`src/rtl/lbm_pkg.sv`:
```
// Lattice constants and sequencer state encoding shared by the LBM solver,
// the streaming/collider engines and the distribution RAM wrappers.
package lbm_pkg;

   localparam int LBM_GRID_W = 50;
   localparam int LBM_GRID_H = 50;
   localparam int LBM_N      = LBM_GRID_W * LBM_GRID_H;
   localparam int LBM_ADDR_W = 12;
   localparam int LBM_DRAIN  = 2;

   typedef enum logic [2:0] {
      ST_IDLE    = 3'd0,
      ST_STREAM  = 3'd1,
      ST_S_DRAIN = 3'd2,
      ST_COLLIDE = 3'd3,
      ST_C_WAIT  = 3'd4,
      ST_SWAP    = 3'd5,
      ST_DONE    = 3'd6
   } seq_state_t;

endpackage

```
`src/rtl/lbm_step_sequencer_if.sv`:
```
// Host/engine-facing signal bundle of the LBM step sequencer.
interface lbm_step_sequencer_if
   import lbm_pkg::*;
#(
   parameter int ADDR_W = LBM_ADDR_W
);

   logic              en;
   logic              start;
   logic [31:0]       step;
   logic              stream_valid;
   logic              coll_valid;
   logic              coll_ready;
   logic              coll_wb;
   logic [ADDR_W-1:0] node_addr;
   logic [5:0]        node_x;
   logic [5:0]        node_y;
   logic              bank_sel;
   logic [2:0]        phase;
   logic [31:0]       steps_done;
   logic              busy;
   logic              done;
   logic              err;

   modport master (
      output en, start, step, coll_ready, coll_wb,
      input  stream_valid, coll_valid, node_addr, node_x, node_y,
             bank_sel, phase, steps_done, busy, done, err
   );

   modport slave (
      input  en, start, step, coll_ready, coll_wb,
      output stream_valid, coll_valid, node_addr, node_x, node_y,
             bank_sel, phase, steps_done, busy, done, err
   );

endinterface

```
`src/rtl/lattice_scan_counter.sv`:
```
// Raster scan over the lattice: x wraps at the row end and bumps y, while the
// linear node address is kept as a running count so no multiplier is needed.
module lattice_scan_counter
   import lbm_pkg::*;
#(
   parameter int GRID_W = LBM_GRID_W,
   parameter int GRID_H = LBM_GRID_H,
   parameter int ADDR_W = LBM_ADDR_W
) (
   input  logic              clk,
   input  logic              rst,
   input  logic              advance,
   input  logic              clear,
   output logic [5:0]        x,
   output logic [5:0]        y,
   output logic [ADDR_W-1:0] addr,
   output logic              last
);

   localparam logic [5:0] X_MAX = 6'(GRID_W - 1);
   localparam logic [5:0] Y_MAX = 6'(GRID_H - 1);

   assign last = (x == X_MAX) && (y == Y_MAX);

   always_ff @(posedge clk or negedge rst) begin
      if (!rst) begin
         x    <= '0;
         y    <= '0;
         addr <= '0;
      end else if (clear) begin
         x    <= '0;
         y    <= '0;
         addr <= '0;
      end else if (advance) begin
         addr <= addr + 1'b1;
         if (x == X_MAX) begin
            x <= '0;
            y <= y + 1'b1;
         end else begin
            x <= x + 1'b1;
         end
      end
   end

endmodule

```
`src/rtl/lbm_step_sequencer.sv`:
```
// Timestep phase controller: stream pass, drain, collide pass, write-back wait,
// ping-pong bank swap, repeated for the latched number of steps.
//
// state      | meaning
// -----------+---------------------------------------------------------------
// ST_IDLE    | after reset, waiting for start
// ST_STREAM  | one streaming request per enabled cycle, nodes 0..N-1
// ST_S_DRAIN | let the last stream read/write-back settle
// ST_COLLIDE | collision requests, address advances on valid && ready
// ST_C_WAIT  | wait until all N collider write-backs have arrived
// ST_SWAP    | bank already toggled and step counted; pick next state
// ST_DONE    | run finished, waiting for the next start
module lbm_step_sequencer
   import lbm_pkg::*;
#(
   parameter int GRID_W = LBM_GRID_W,
   parameter int GRID_H = LBM_GRID_H,
   parameter int ADDR_W = LBM_ADDR_W,
   parameter int DRAIN  = LBM_DRAIN
) (
   input  logic                 clk,
   input  logic                 rst,
   lbm_step_sequencer_if.slave  bus
);

   localparam int              N          = GRID_W * GRID_H;
   localparam logic [ADDR_W:0] N_WB       = (ADDR_W + 1)'(N);
   localparam logic [7:0]      DRAIN_LOAD = 8'(DRAIN - 1);

   seq_state_t        state;
   logic              stream_valid_q;
   logic              coll_valid_q;
   logic [7:0]        drain_cnt;
   logic [ADDR_W:0]   wb_cnt;
   logic [31:0]       step_lat;
   logic [31:0]       steps_done_q;
   logic              bank_sel_q;
   logic              busy_q;
   logic              done_q;
   logic              err_q;

   logic              start_ok;
   logic              coll_acc;
   logic              wb_window;
   logic              wb_hit;
   logic [ADDR_W:0]   wb_total;
   logic              drain_end;
   logic              scan_adv;
   logic              scan_clear;
   logic              scan_last;
   logic [5:0]        scan_x;
   logic [5:0]        scan_y;
   logic [ADDR_W-1:0] scan_addr;

   assign start_ok   = bus.start && ((state == ST_IDLE) || (state == ST_DONE));
   assign coll_acc   = (state == ST_COLLIDE) && coll_valid_q && bus.coll_ready;
   assign wb_window  = (state == ST_COLLIDE) || (state == ST_C_WAIT);
   assign wb_hit     = wb_window && bus.coll_wb;
   assign wb_total   = wb_cnt + {{ADDR_W{1'b0}}, wb_hit};
   assign drain_end  = (state == ST_S_DRAIN) && bus.en && (drain_cnt == '0);
   assign scan_clear = start_ok || drain_end || (state == ST_SWAP);
   assign scan_adv   = ((state == ST_STREAM) && stream_valid_q && !scan_last) ||
                       (coll_acc && !scan_last);

   lattice_scan_counter #(
      .GRID_W (GRID_W),
      .GRID_H (GRID_H),
      .ADDR_W (ADDR_W)
   ) u_scan (
      .clk     (clk),
      .rst     (rst),
      .advance (scan_adv),
      .clear   (scan_clear),
      .x       (scan_x),
      .y       (scan_y),
      .addr    (scan_addr),
      .last    (scan_last)
   );

   always_ff @(posedge clk or negedge rst) begin
      if (!rst) begin
         state          <= ST_IDLE;
         stream_valid_q <= 1'b0;
         coll_valid_q   <= 1'b0;
         drain_cnt      <= '0;
         wb_cnt         <= '0;
         step_lat       <= '0;
         steps_done_q   <= '0;
         bank_sel_q     <= 1'b0;
         busy_q         <= 1'b0;
         done_q         <= 1'b0;
         err_q          <= 1'b0;
      end else begin
         if (bus.coll_wb && !wb_window) err_q <= 1'b1;
         if (wb_hit) wb_cnt <= wb_total;

         case (state)
            ST_IDLE, ST_DONE: begin
               if (bus.start) begin
                  step_lat     <= bus.step;
                  steps_done_q <= '0;
                  err_q        <= 1'b0;
                  wb_cnt       <= '0;
                  if (bus.step == '0) begin
                     state  <= ST_DONE;
                     busy_q <= 1'b0;
                     done_q <= 1'b1;
                  end else begin
                     state          <= ST_STREAM;
                     stream_valid_q <= bus.en;
                     busy_q         <= 1'b1;
                     done_q         <= 1'b0;
                  end
               end
            end
            ST_STREAM: begin
               if (stream_valid_q && scan_last) begin
                  stream_valid_q <= 1'b0;
                  drain_cnt      <= DRAIN_LOAD;
                  state          <= ST_S_DRAIN;
               end else begin
                  stream_valid_q <= bus.en;
               end
            end
            ST_S_DRAIN: begin
               if (drain_end) begin
                  coll_valid_q <= 1'b1;
                  state        <= ST_COLLIDE;
               end else if (bus.en) begin
                  drain_cnt <= drain_cnt - 1'b1;
               end
            end
            ST_COLLIDE: begin
               // a raised request is held until accepted, even with en low
               if (coll_acc) begin
                  if (scan_last) begin
                     coll_valid_q <= 1'b0;
                     state        <= ST_C_WAIT;
                  end else begin
                     coll_valid_q <= bus.en;
                  end
               end else if (!coll_valid_q) begin
                  coll_valid_q <= bus.en;
               end
            end
            ST_C_WAIT: begin
               if (bus.en && (wb_total == N_WB)) begin
                  bank_sel_q   <= ~bank_sel_q;
                  steps_done_q <= steps_done_q + 1'b1;
                  wb_cnt       <= '0;
                  state        <= ST_SWAP;
               end
            end
            ST_SWAP: begin
               if (steps_done_q == step_lat) begin
                  state  <= ST_DONE;
                  busy_q <= 1'b0;
                  done_q <= 1'b1;
               end else begin
                  state          <= ST_STREAM;
                  stream_valid_q <= bus.en;
               end
            end
            default: begin
               state          <= ST_IDLE;
               stream_valid_q <= 1'b0;
               coll_valid_q   <= 1'b0;
               busy_q         <= 1'b0;
               done_q         <= 1'b0;
            end
         endcase
      end
   end

   assign bus.stream_valid = stream_valid_q;
   assign bus.coll_valid   = coll_valid_q;
   assign bus.node_addr    = scan_addr;
   assign bus.node_x       = scan_x;
   assign bus.node_y       = scan_y;
   assign bus.bank_sel     = bank_sel_q;
   assign bus.phase        = state;
   assign bus.steps_done   = steps_done_q;
   assign bus.busy         = busy_q;
   assign bus.done         = done_q;
   assign bus.err          = err_q;

endmodule
```
`src/flat_wrapper.sv`:
```
// flat-port wrapper written by rule: the top's interface ports become plain ports
module lbm_step_sequencer_flat import lbm_pkg::*;
#(
   parameter int GRID_W = LBM_GRID_W,
   parameter int GRID_H = LBM_GRID_H,
   parameter int ADDR_W = LBM_ADDR_W,
   parameter int DRAIN  = LBM_DRAIN
)
  (clk, rst, bus_en, bus_start, bus_step, bus_coll_ready, bus_coll_wb, bus_stream_valid, bus_coll_valid, bus_node_addr, bus_node_x, bus_node_y, bus_bank_sel, bus_phase, bus_steps_done, bus_busy, bus_done, bus_err);
  lbm_step_sequencer_if #(.ADDR_W(ADDR_W)) bus_i ();
  input  logic clk;
  input  logic rst;
  input wire logic [$bits(bus_i.en)-1:0] bus_en;
  input wire logic [$bits(bus_i.start)-1:0] bus_start;
  input wire logic [$bits(bus_i.step)-1:0] bus_step;
  input wire logic [$bits(bus_i.coll_ready)-1:0] bus_coll_ready;
  input wire logic [$bits(bus_i.coll_wb)-1:0] bus_coll_wb;
  output wire logic [$bits(bus_i.stream_valid)-1:0] bus_stream_valid;
  output wire logic [$bits(bus_i.coll_valid)-1:0] bus_coll_valid;
  output wire logic [$bits(bus_i.node_addr)-1:0] bus_node_addr;
  output wire logic [$bits(bus_i.node_x)-1:0] bus_node_x;
  output wire logic [$bits(bus_i.node_y)-1:0] bus_node_y;
  output wire logic [$bits(bus_i.bank_sel)-1:0] bus_bank_sel;
  output wire logic [$bits(bus_i.phase)-1:0] bus_phase;
  output wire logic [$bits(bus_i.steps_done)-1:0] bus_steps_done;
  output wire logic [$bits(bus_i.busy)-1:0] bus_busy;
  output wire logic [$bits(bus_i.done)-1:0] bus_done;
  output wire logic [$bits(bus_i.err)-1:0] bus_err;
  assign bus_i.en = bus_en;
  assign bus_i.start = bus_start;
  assign bus_i.step = bus_step;
  assign bus_i.coll_ready = bus_coll_ready;
  assign bus_i.coll_wb = bus_coll_wb;
  assign bus_stream_valid = bus_i.stream_valid;
  assign bus_coll_valid = bus_i.coll_valid;
  assign bus_node_addr = bus_i.node_addr;
  assign bus_node_x = bus_i.node_x;
  assign bus_node_y = bus_i.node_y;
  assign bus_bank_sel = bus_i.bank_sel;
  assign bus_phase = bus_i.phase;
  assign bus_steps_done = bus_i.steps_done;
  assign bus_busy = bus_i.busy;
  assign bus_done = bus_i.done;
  assign bus_err = bus_i.err;
  lbm_step_sequencer #(.GRID_W(GRID_W), .GRID_H(GRID_H), .ADDR_W(ADDR_W), .DRAIN(DRAIN)) u_core (.clk(clk), .rst(rst), .bus(bus_i));
endmodule
```
`config.mk`:
```
export PLATFORM = sky130hd
export DESIGN_NAME = lbm_step_sequencer_flat
export DESIGN_NICKNAME = d
export VERILOG_FILES = /design/src/rtl/lbm_pkg.sv /design/src/rtl/lbm_step_sequencer_if.sv /design/src/rtl/lattice_scan_counter.sv /design/src/rtl/lbm_step_sequencer.sv /design/src/flat_wrapper.sv
export SDC_FILE = /design/constraint.sdc
export NUM_CORES = 1
export LEC_CHECK = 0
export BUFFER_PORTS_ARGS = -buffer_cell sky130_fd_sc_hd__buf_2
export CORE_UTILIZATION = 45
export CTS_CLUSTER_SIZE = 14
export DETAILED_ROUTE_END_ITERATION = 7
export PLACE_DENSITY = 0.66
export SETUP_SLACK_MARGIN = 0.5
export SYNTH_ARGS = -nofsm -noshare
export SYNTH_HDL_FRONTEND = slang
export SYNTH_HIERARCHICAL = 1
export SYNTH_SLANG_ARGS = --single-unit
```
`constraint.sdc`:
```
create_clock -name clk -period 5 [get_ports clk]
set_clock_uncertainty 0.15 [all_clocks]
set_input_delay 1 -clock clk [delete_from_list [all_inputs] [get_ports clk]]
set_output_delay 1 -clock clk [all_outputs]
set_load 0.02 [all_outputs]
```
# --- After elaboration in Yosys (flattened, before gate mapping) ---
# Cells that the tools add are included.
word_totals:
  ff_bits: 118
  word_cells: 134
op_classes:
  addsub: 6
  n_eq_ne: 21
  mux: 49
  n_bitwise: 4
  n_reduce_logical: 40
ops:
  columns: ["cell", "count"]
  rows:
  - ["$mux 32", 2]
  - ["$pmux 32 s2", 1]
  - ["$mux 13", 3]
  - ["$mux 6", 6]
  - ["$add 32x1->32 const B", 1]
  - ["$eq 32x32->1", 1]
  - ["$logic_not 32->1", 1]
  - ["$pmux 13 s2", 1]
  - ["$mux 12", 2]
  - ["$mux 3", 8]
  - ["$mux 8", 3]
  - ["$pmux 3 s6", 1]
  - ["$mux 1", 17]
  - ["$ne 2x2->1 const B", 8]
  - ["$pmux 8 s2", 1]
  - ["$add 13x1->13", 1]
  - ["$eq 13x12->1 const B", 1]
  - ["$logic_and 1x1->1", 13]
  - ["$add 12x1->12 const B", 1]
  - ["$add 6x1->6 const B", 2]
  - ["$eq 6x6->1 const B", 2]
  - ["$eq 3x3->1 const B", 3]
  - ["$pmux 1 s3", 3]
  - ["$logic_not 8->1", 1]
  - ["other kinds (18)", 37]

# --- Logic depth before layout (Yosys ltp) ---
# Gate-level depths: netlist of run 1.
depth:
  word_depth: 8
  mapped_depth: 15
  depth_no_buf: 11

# --- By module ---
# Netlist of run 1, hierarchy kept.
modules_own_cells:
  columns: ["mod", "instances", "cells_per_inst", "area_per_inst_um2", "seq_area_each_um2"]
  rows:
  - ["lbm_step_sequencer", 1, 621, 5377.7, 2352.3]
  - ["lattice_scan_counter", 1, 141, 1343.8, 600.6]

# --- Least setup slack after synthesis of run 1 ---
# OpenSTA, ideal clock, no wires.
synth_timing:
  path_kind: "in2reg"
  start: "input bus_coll_wb"
  end: "register u_core.steps_done_q[8], in the netlist u_core/bus.steps_done[8]"
  t_arrival_ns: 3.795
  required_ns: 4.726
  slack_ns: 0.931
  cell_stages: 13
  path_buffers: 3
  cell_sequence: "o21ai_1 -> inv_1 -> ha_1 -> ha_1 -> or4b_1 -> nor3_1 -> o311ai_1 -> or4_4 -> buf_6 -> buf_2 -> clkbuf_1 -> o211ai_1 -> nand2_1"
synth_via:
  elab_chain_len: 6
synth_rtl:
  columns: ["item", "line_no", "rtl"]
  rows:
  - ["start, declared", "flat_wrapper.sv:17", "input wire logic [$bits(bus_i.coll_wb)-1:0] bus_coll_wb;"]
  - ["$logic_and 1x1->1", "lbm_step_sequencer.sv:58", "assign wb_hit = wb_window && bus.coll_wb;"]
  - ["$add 13x1->13", "lbm_step_sequencer.sv:59", "assign wb_total = wb_cnt + {{ADDR_W{1'b0}}, wb_hit};"]
  - ["$eq 13x12->1", "lbm_step_sequencer.sv:147", "if (bus.en && (wb_total == N_WB)) begin"]
  - ["$logic_and 1x1->1", "lbm_step_sequencer.sv:147", null]
  - ["$ne 2x2->1 (no source line)", null, null]
  - ["$reduce_and 3->1 (no source line)", null, null]
  - ["end signal, assigned", "lbm_step_sequencer.sv:149", "steps_done_q <= steps_done_q + 1'b1;"]
  - ["end, declared", "lbm_step_sequencer.sv:36", "logic [31:0] steps_done_q;"]
# No other way between the ends.
# A chain may end at the register's enable or synchronous reset.

# --- Worst setup path after layout of run 1 ---
layout_timing:
  start: "register u_core.state[2], in the netlist u_core/bus.phase[2]"
  end: "register u_core.steps_done_q[31], in the netlist u_core/bus.steps_done[31]"
layout_via:
  elab_chain_len: 8
  word_cells_on_any_way: 15
  cone_classes: "add/sub (1); eq/ne (6); mux (1); reduce/logical (7)"
layout_rtl:
  columns: ["item", "line_no", "rtl"]
  rows:
  - ["start, declared", "lbm_step_sequencer.sv:30", "seq_state_t state;"]
  - ["start signal, assigned", "lbm_step_sequencer.sv:82", "state <= ST_IDLE;"]
  - ["start signal, assigned", "lbm_step_sequencer.sv:105", "state <= ST_DONE;"]
  - ["start signal, assigned", "lbm_step_sequencer.sv:109", "state <= ST_STREAM;"]
  - ["$eq 3x2->1 or $eq 3x3->1 (tied branches)", "lbm_step_sequencer.sv:57, lbm_step_sequencer.sv:97", null]
  - ["$logic_or 1x1->1", "lbm_step_sequencer.sv:57", "assign wb_window = (state == ST_COLLIDE) || (state == ST_C_WAIT);"]
  - ["$logic_and 1x1->1", "lbm_step_sequencer.sv:58", null]
  - ["$add 13x1->13", "lbm_step_sequencer.sv:59", null]
  - ["$eq 13x12->1", "lbm_step_sequencer.sv:147", null]
  - ["$logic_and 1x1->1", "lbm_step_sequencer.sv:147", null]
  - ["$ne 2x2->1 (no source line)", null, null]
  - ["$reduce_and 3->1 (no source line)", null, null]
# Several ways; a longest one is shown, not always the timed one.

==> impl_metrics.ini, run 1 <==
[clock_network]
cts_tree = built
clk_latency_ns = 0.42
cts_root_buffer = clkbuf_16
cts_max_level = 4
clockBufferDepth = 2
cts_buffers = 17
holdBufCountCts = 0
path_clk_slew_ns = 0.06
cts.sinks = 118

[run_status]
outcome = completed

[route]
antenna_left = 0
wire_per_inst_um = 16.9
routed_via_density = 5.89
drcViolationCount = 0
drt-total-wl_um = 17800
drt_iter0_drc = 452
dr.pass1.iters = 5
vias = 6200

[setup_path]
crit_path_end_kind = flop
cp_common_cell = ha_1
startpoint = u_core/bus.phase[2]$_DFFE_PN0P_
crit_type = reg -> reg
cp-endpoint = u_core/bus.steps_done[31]$_DFFE_PN0P_
regToRegSetupSlack_ns = 0.75
path_cells = nor3b_1 > buf_4 > o21ai_1 > inv_1 > ha_1 > ha_1 > or4b_1 > nor3_1 > o311ai_1 > or4_4 > a2111oi_2 > mux2i_1
critPathLaunchType = flop
reg2reg_to = u_core/bus.steps_done[31]$_DFFE_PN0P_
required_ns = 5.19
cp.arrival_ns = 4.44
rr_startpoint = u_core/bus.phase[2]$_DFFE_PN0P_
path_max_fanout = 30
rr_worst_depth = 12
max_stage_delay_ns = 0.71
worst_path_max_delay_cell = or4_4

[sta]
finalHoldViolCount = 0
fin_tns_setup_ns = 0
clock.fmax_mhz = 235
fin_crit_ns = 4.25
setup_violations = 0
slew_violations = 0
tightest_slew_ns = 1.19
rsz0062_at_grt = yes
post-route-period-util_pct = 85.0
slew_headroom_pct = 20.1

[synth]
synth_area_mm2 = 0.00672
synth_edf_count = 0
synthFlopType = dfrtp_1
ys_ff_latch = 118
yosys-top-cells-area = dfrtp_1, nand2_1, xnor2_1
synth_top_area_cell = dfrtp_1
seq_area_frac_synth_pct = 43.9
avgSynthCellArea_um2 = 8.82
syn_nets = 810
synth_cell_type_count = 61
synth_top_area_share_pct = 43.9
ys_async_sr_fraction_pct = 100
ys.warnings.count = 6
synthCells = 762

[floorplanning]
io_pins = 103
die-height_um = 124
die-area_mm2 = 0.0154
die_width_um = 124
core_area_mm2 = 0.0145
placementRows = 44
start_util_pct = 46.2

[power_and_ir_drop]
powerDensity_mw_per_mm2 = 355
ir_worst_vdd_uv = 236
power.total_mw = 2.86
leakage_nw = 3.81

[global_routing]
grt_pass1_vias = 5990
grt_max_degree = 74
overflow = 0
grt_pass1_wl_um = 29400
antenna_found_initial = 0
grt_usage_pct = 23.3

[placed_design]
dpl.hpwl_um = 12000
portBuffers = 102
dp.cells = 1019
gp_congestion = 0.950

[worst_hold_path]
hp-class = reg -> reg

[finish]
layout_common_cells = nand2_1, dfrtp_1, buf_2, nor2_1, xnor2_1
finalNonFillerCells = 1052
finalNetCount = 903
final_common_cell = nand2_1
layout-drive-gt1-share_pct = 18.8
area_delta_synth_final_pct = 19.8
diodes = 0
fillers = 1328

[flow_run]
drv_cap = 0
## worst max-delay path: cells and delay by family (launching register included)
| kind | cells | cell delay [ns] |
|---|---|---|
| fa+ha+maj | 2 | 0.57 |
| compound gates | 3 | 0.97 |
| mux | 1 | 0.22 |
| simple gates | 4 | 1.54 |
| buf+inv | 2 | 0.32 |
| flops | 1 | 0.39 |
## cell usage after synthesis (4+ instances only)
cell,n
a211oi_1,5
a21o_1,6
a21oi_1,24
and2_1,4
and3_1,14
buf_1,4
buf_2,5
buf_6,4
clkbuf_1,23
dfrtp_1,118
ha_1,10
inv_1,19
mux2_2,5
mux2i_1,10
nand2_1,166
nand2b_1,5
nand3_1,31
nand4_1,30
nor2_1,43
nor2b_1,9
nor3_1,9
nor3b_1,7
nor4_1,18
o211ai_1,22
o21ai_0,19
o21ai_1,4
o31ai_1,12
or2_2,6
or3_1,7
or4_1,28
xnor2_1,36
xor2_1,15
## worst min path at each step
| stage | start | endpoint | slack, ns | cells after the start |
|---|---|---|---|---|
| 2_1_floorplan | u_core/drain_cnt[4]$_DFFE_PN0P_ | u_core/drain_cnt[5]$_DFFE_PN0P_ | 0.31 | 1 |
| 3_3_place_gp | u_core/bus.bank_sel$_DFFE_PN0P_ | u_core/bus.bank_sel$_DFFE_PN0P_ | 0.32 | 1 |
| 3_5_place_dp | u_core/bus.bank_sel$_DFFE_PN0P_ | u_core/bus.bank_sel$_DFFE_PN0P_ | 0.31 | 1 |
| 4_1_cts | u_core/bus.bank_sel$_DFFE_PN0P_ | u_core/bus.bank_sel$_DFFE_PN0P_ | 0.33 | 1 |
| 5_1_grt | u_core/bus.bank_sel$_DFFE_PN0P_ | u_core/bus.bank_sel$_DFFE_PN0P_ | 0.35 | 1 |
| 6_report | u_core/bus.bank_sel$_DFFE_PN0P_ | u_core/bus.bank_sel$_DFFE_PN0P_ | 0.32 | 1 |
## where the power goes
| group | leakage (nW) | switching [mW] | internal [mW] |
|---|---|---|---|
| clock | 0.318 | 0.446 | 0.960 |
| sequential | 1.55 | 0.0896 | 1.02 |
| combinational | 1.94 | 0.215 | 0.129 |
| total | 3.81 | 0.751 | 2.11 |
## metal layers
| metal | GRT usage, % | vias to the layer above | routed length, µm |
|---|---|---|---|
| met5 | 0 | - | 0 |
| met4 | 9.36 | 0 | 369 |
| met3 | 5.09 | 27 | 965 |
| met2 | 36.2 | 216 | 8390 |
| met1 | 31.5 | 3036 | 8100 |
| li1 | - | 2921 | - |
## final cells by class
type                    instances  area (µm²)  area share, %
inverters                      20        75.1          0.932
clock buffers                  20         457           5.67
clock inverters                12         224           2.78
multi-input cells             587        3530           43.9
repair buffers                111         581           7.21
flip-flops and latches        118        2950           36.7
well taps                     184         230           2.86
## through the flow
stage	utilization, %	hold slack [ns]	setup WS [ns]	cell area [µm²]
after global placement	50.7	0.315	0.519	7360
final	55.4	0.322	0.752	8050
after CTS	55.3	0.326	0.658	8040
after detailed placement	50.7	0.312	0.338	7360
after global routing	55.4	0.352	0.495	8050
after floorplan	-	0.315	0.931	6720
## cell families after synthesis
logic type | after synthesis | share of synthesized area, %
AOI/OAI and AO/OA | 119 | 12.2
xor gates and xnor gates | 51 | 6.65
adders and majority gates | 10 | 1.86
buffers and inverters | 58 | 3.85
DFF | 118 | 43.9
muxes | 15 | 2.33
and+or+nand+nor | 391 | 29.1
## flip-flops by register name (all words and copies together), names as in the netlist, 3 cells and up
| register | flops |
|---|---|
| u_core/u_scan/addr | 12 |
| u_core/drain_cnt | 8 |
| u_core/u_scan/x | 6 |
| u_core/step_lat | 32 |
| u_core/bus.phase | 3 |
| u_core/bus.steps_done | 32 |
| u_core/wb_cnt | 13 |
| u_core/u_scan/y | 6 |
## timing repair
action | 4_1_cts | 5_1_grt
buffers inserted | 0 | 0
resized for setup | 0 | 1
endpoints found under the setup margin | 0 | 19
(Power assumes the default switching activity.)
==> run 2, diff against run 1 <==
- PLACE_DENSITY: 0.66 -> 0.68
- clock period: 5 -> 3.9 ns (I/O delays scaled with it)
==> run 2 against run 1 <==
  * Clock power is 7% higher
  * Largest power group unchanged
  * Register-to-register slack worse by 0.49 ns
  * Critical path type unchanged
  * Via count is 0.95% higher
  * Maximum frequency is 17% higher
==> impl_metrics.ini, run 2 (synthesis results as in run 1) <==
[sta]
post-route-period-util_pct = 93.2
slew_headroom_pct = 56.4
setup_violations = 0
fin_tns_setup_ns = 0
slew_violations = 0
tightest_slew_ns = 0.649
clock.fmax_mhz = 275
fin_crit_ns = 3.63
rsz0062_at_grt = yes
finalHoldViolCount = 0

[route]
vias = 6259
drt_iter0_drc = 490
routed_via_density = 5.84
dr.pass1.iters = 5
drcViolationCount = 0
drt-total-wl_um = 18300
antenna_left = 0
wire_per_inst_um = 17.1

[global_routing]
grt_max_degree = 72
grt_usage_pct = 24.6
use_met1_pct = 33.2
grt_pass1_wl_um = 30600
antenna_found_initial = 0
grt_busiest_layer = met2
grt_pass1_vias = 6015
overflow = 0
gr-usage-met3_pct = 5.65
globalRouteMet2Util_pct = 39.2

[run_status]
outcome = completed

[setup_path]
cp_num_buf_inv = 2
startpoint = u_core/bus.phase[0]$_DFFE_PN0P_
max_stage_delay_ns = 0.63
path_max_fanout = 6
worst_path_max_delay_cell = or4_4
cp.arrival_ns = 3.82
required_ns = 4.08
rr_startpoint = u_core/bus.phase[0]$_DFFE_PN0P_
crit_path_end_kind = flop
crit_type = reg -> reg
path_cells = and3b_1 > o21ai_2 > inv_2 > ha_4 > ha_4 > or4b_4 > nor3_4 > o311ai_4 > or4_4 > buf_12 > a2111oi_4 > mux2i_1
critical_path.top_delay_family = simple AND/OR/NAND/NOR gates
critPathLaunchType = flop
cp_common_cell = ha_4

[clock_network]
clockBufferDepth = 2
holdBufCountCts = 0
cts_max_level = 4
clk_latency_ns = 0.41
cts_buffers = 17
cts_root_buffer = clkbuf_16
cts_tree = built
path_clk_slew_ns = 0.05
cts.sinks = 118

[finish]
fin_area_mm2 = 0.00837
area_delta_synth_final_pct = 24.6
final_common_cell = nand2_1
diodes = 0
fillers = 1344
fin_util_pct = 57.6
layout_common_cells = nand2_1, dfrtp_1, buf_2, nor2_1, xnor2_1
layout-drive-gt1-share_pct = 23.2
finalNetCount = 926

[floorplanning]
die-area_mm2 = 0.0154
die_width_um = 124
die-height_um = 124
core_area_mm2 = 0.0145
placementRows = 44
io_pins = 103
start_util_pct = 46.2

[placed_design]
placed_area_mm2 = 0.00750
dpl.hpwl_um = 11900
gp_congestion = 0.902
portBuffers = 102

[power_and_ir_drop]
p_int_mw = 2.47
powerDensity_mw_per_mm2 = 404
p_sw_share_pct = 26.9
leakage_nw = 3.91
power.total_mw = 3.38
combPwrFrac_pct = 13.1
clkPwrFrac_pct = 44.8
ir_worst_vdd_uv = 279
seq_power_share_pct = 42.2
netSwitchingPower_mw = 0.910

[flow_run]
drv_cap = 0

[worst_hold_path]
hp-class = in -> async
## run 2: metal layers
| metal | up-vias | part of all wire, % |
|---|---|---|
| li1 | 2981 | - |
| met1 | 3016 | 44 |
| met2 | 236 | 49 |
| met3 | 26 | 6.1 |
| met4 | 0 | 1.7 |
| met5 | - | 0 |
## run 2: path summary, 6_finish.rpt
path	end	depth (start not counted)	slack, ns
setup reg to reg	u_core/bus.steps_done[23]$_DFFE_PN0P_	12	0.27
setup / recovery	u_core/bus.steps_done[23]$_DFFE_PN0P_	12	0.27
min in group clk	u_core/step_lat[28]$_DFFE_PN0P_	2	0.34
max in group asynchronous	u_core/step_lat[31]$_DFFE_PN0P_	2	2.54
hold reg to reg	u_core/step_lat[28]$_DFFE_PN0P_	2	0.34
hold / removal	u_core/u_scan/x[1]$_DFFE_PN0P_	1	0.24
## run 2: timing repair
item                       CTS  global route
setup endpoints to repair   46            46
gates resized for setup     15            13
pin swaps                    9             6
gates cloned                 4             0
setup buffers               12             1
## run 2: power groups by stage
stage,Clock [mW],Combinational (mW),Sequential (mW)
after floorplan,0,0.207,1.50
after global placement,0,0.428,1.44
after detailed placement,0,0.437,1.44
after CTS,1.54,0.446,1.42
after global routing,1.59,0.496,1.44
final,1.51,0.442,1.43
## run 2: final cells by class
type                    instances  area (µm²)  area share, %
clock buffers                  25         495           5.92
clock inverters                 4        70.1          0.837
inverters                      20        75.1          0.896
multi-input cells             588        3700           44.2
flip-flops and latches        118        2960           35.3
well taps                     184         230           2.75
repair buffers                133         846           10.1
## run 2: metrics by stage
stage	worst slack [ns]	std cells	hold WS (ns)
after floorplan	0.150	762	0.315
after global placement	0.103	1026	0.331
after detailed placement	0.0124	1026	0.335
after CTS	0.283	1071	0.257
after global routing	0.174	1072	0.276
final	0.267	1072	0.242
==> run 3, diff against run 2 <==
- CELL_PAD_IN_SITES_DETAIL_PLACEMENT: default -> 1
- CELL_PAD_IN_SITES_GLOBAL_PLACEMENT: default -> 1
- CORE_UTILIZATION: 45 -> 39
- PLACE_DENSITY: 0.68 -> default
- PLACE_DENSITY_LB_ADDON: default -> 0.1
- REMOVE_ABC_BUFFERS: default -> 1
==> run 3 against run 2 <==
  * Clock power barely moved
  * Combinational power up 4%
  * Setup slack got worse by 0.19 ns
  * Count of clock-buffer cells in the layout decreased by 2
  * Final area grew 1.9%
  * Final cell count up 3.5%
==> impl_metrics.ini, run 3 (synthesis results as in run 1) <==
[global_routing]
grt_max_degree = 58
antenna_found_initial = 0
overflow = 0
grt_pass1_wl_um = 35100
grt_pass1_vias = 6617
gr-usage-met3_pct = 3.61
globalRouteMet2Util_pct = 43.1
use_met1_pct = 31.4
grt_usage_pct = 24.9
grt_busiest_layer = met2

[power_and_ir_drop]
leakage_nw = 3.96
seq_power_share_pct = 41.8
clkPwrFrac_pct = 44.8
powerDensity_mw_per_mm2 = 400
p_sw_share_pct = 28.5
ir_worst_vdd_uv = 284
p_int_mw = 2.44
power.total_mw = 3.42
combPwrFrac_pct = 13.5
netSwitchingPower_mw = 0.972

[placed_design]
portBuffers = 102
dpl.hpwl_um = 14500
gp_congestion = 0.812

[sta]
tightest_slew_ns = 0.852
slew_violations = 0
hold_slack_ns = 0.219
clock.fmax_mhz = 262
finalHoldViolCount = 0
fin_crit_ns = 3.82
rsz0062_at_grt = yes
slew_headroom_pct = 43.0
post-route-period-util_pct = 98.0
setup_violations = 0

[finish]
diodes = 0
seqCellArea_mm2 = 0.00295
final_common_cell = nand2_1
area_delta_synth_final_pct = 27.0
fillers = 1980
layout-drive-gt1-share_pct = 24.2
finalNetCount = 927
multiInputGateArea_mm2 = 0.00374
layout_common_cells = nand2_1, dfrtp_1, buf_2, nor2_1, xnor2_1

[route]
routed_via_density = 5.73
antenna_left = 0
wire_per_inst_um = 19.3
vias = 6359
drt-total-wl_um = 21400
dr.pass1.iters = 4
drcViolationCount = 0
drt_iter0_drc = 314

[clock_network]
cts_tree = built
cts_root_buffer = clkbuf_16
cts_buffers = 17
clockBufferDepth = 2
cts_max_level = 4
cts.sinks = 118
clk_latency_ns = 0.42
path_clk_slew_ns = 0.06
holdBufCountCts = 0

[setup_path]
cp_common_cell = ha_4
crit_type = reg -> reg
crit_cells = 12
max_stage_delay_ns = 0.63
crit_path_end_kind = flop
critical_path.top_delay_family = simple AND/OR/NAND/NOR gates
worst_path_max_delay_cell = or4_4
path_max_fanout = 8
cp_num_buf_inv = 2
rr_worst_depth = 12
required_ns = 4.09
critPathLaunchType = flop
path_cells = and3b_2 > o21ai_2 > inv_2 > ha_4 > ha_4 > or4b_4 > nor3_4 > o311ai_4 > or4_4 > buf_12 > a2111oi_4 > mux2i_1
cp.arrival_ns = 4.01

[flow_run]
drv_cap = 0

[floorplanning]
die-height_um = 133
core_area_mm2 = 0.0167
placementRows = 47
start_util_pct = 40.2
die-area_mm2 = 0.0178
die_width_um = 133
io_pins = 103

[run_status]
outcome = completed

[worst_hold_path]
hp-class = in -> async
==> run 3: metrics by stage <==
step	TNS, ns	cell area [µm²]	utilization (%)	std cells	worst slack (ns)
CTS	0	8320	49.8	1106	0.190
global route	-0.148	8540	51.1	1110	-0.0443
detailed placement	-1.32	7520	45.0	1067	-0.155
floorplan	-115.49	6540	-	724	-2.63
global placement	-0.0763	7520	45.0	1067	-0.0370
finish	0	8540	51.1	1110	0.0789
==> run 3: path summary, 6_finish.rpt <==
kind / start / end / slack (ns)
max in group asynchronous: rst / u_core/bus.phase[1]$_DFFE_PN0P_ / 2.54
worst min-delay path: rst / u_core/u_scan/x[4]$_DFFE_PN0P_ / 0.22
worst min register to register: u_core/bus.bank_sel$_DFFE_PN0P_ / u_core/bus.bank_sel$_DFFE_PN0P_ / 0.32
worst max-delay path: u_core/bus.phase[1]$_DFFE_PN0P_ / u_core/bus.steps_done[23]$_DFFE_PN0P_ / 0.08
min in group clk: u_core/bus.bank_sel$_DFFE_PN0P_ / u_core/bus.bank_sel$_DFFE_PN0P_ / 0.32
worst max register to register: u_core/bus.phase[1]$_DFFE_PN0P_ / u_core/bus.steps_done[23]$_DFFE_PN0P_ / 0.08
==> run 3: layout make-up <==
| class | count | area share (%) |
|---|---|---|
| inverter | 20 | 0.880 |
| clock buffer | 23 | 5.95 |
| timing repair buffer | 136 | 10.7 |
| multi-input combinational | 586 | 43.8 |
| clock inverter | 7 | 0.821 |
| sequential | 118 | 34.6 |
| tap | 220 | 3.22 |
==> run 3: what timing repair did <==
item | CTS | global route
gates cloned | 4 | 0
pin swaps | 10 | 20
endpoints found under the setup margin | 46 | 46
setup buffers | 5 | 4
gates resized for setup | 13 | 31
==> run 3: power by group through the flow <==
stage	Combinational [mW]	Clock (mW)	Sequential, mW
after CTS	0.463	1.56	1.43
after global placement	0.437	0	1.44
final	0.460	1.53	1.43
after detailed placement	0.459	0	1.45
after global routing	0.509	1.61	1.44
after floorplan	0.198	0	1.50
==> run 3: worst reg2reg max path, delay by kind of cell (launching register included) <==
kind	cells	cell delay (ns)
AO/OA/AOI/OAI	3	0.68
flip-flops	1	0.41
AND/OR/NAND/NOR	4	1.64
adder cells (fa/ha/maj)	2	0.37
buffers and inverters	2	0.27
multiplexers	1	0.21
==> run 3: metal layers <==
layer  up-vias  part of all wire [%]
met3        28                   3.4
met2       151                    51
met4         0                   2.4
li1       2966                     -
met1      3214                    43
met5         -                     0
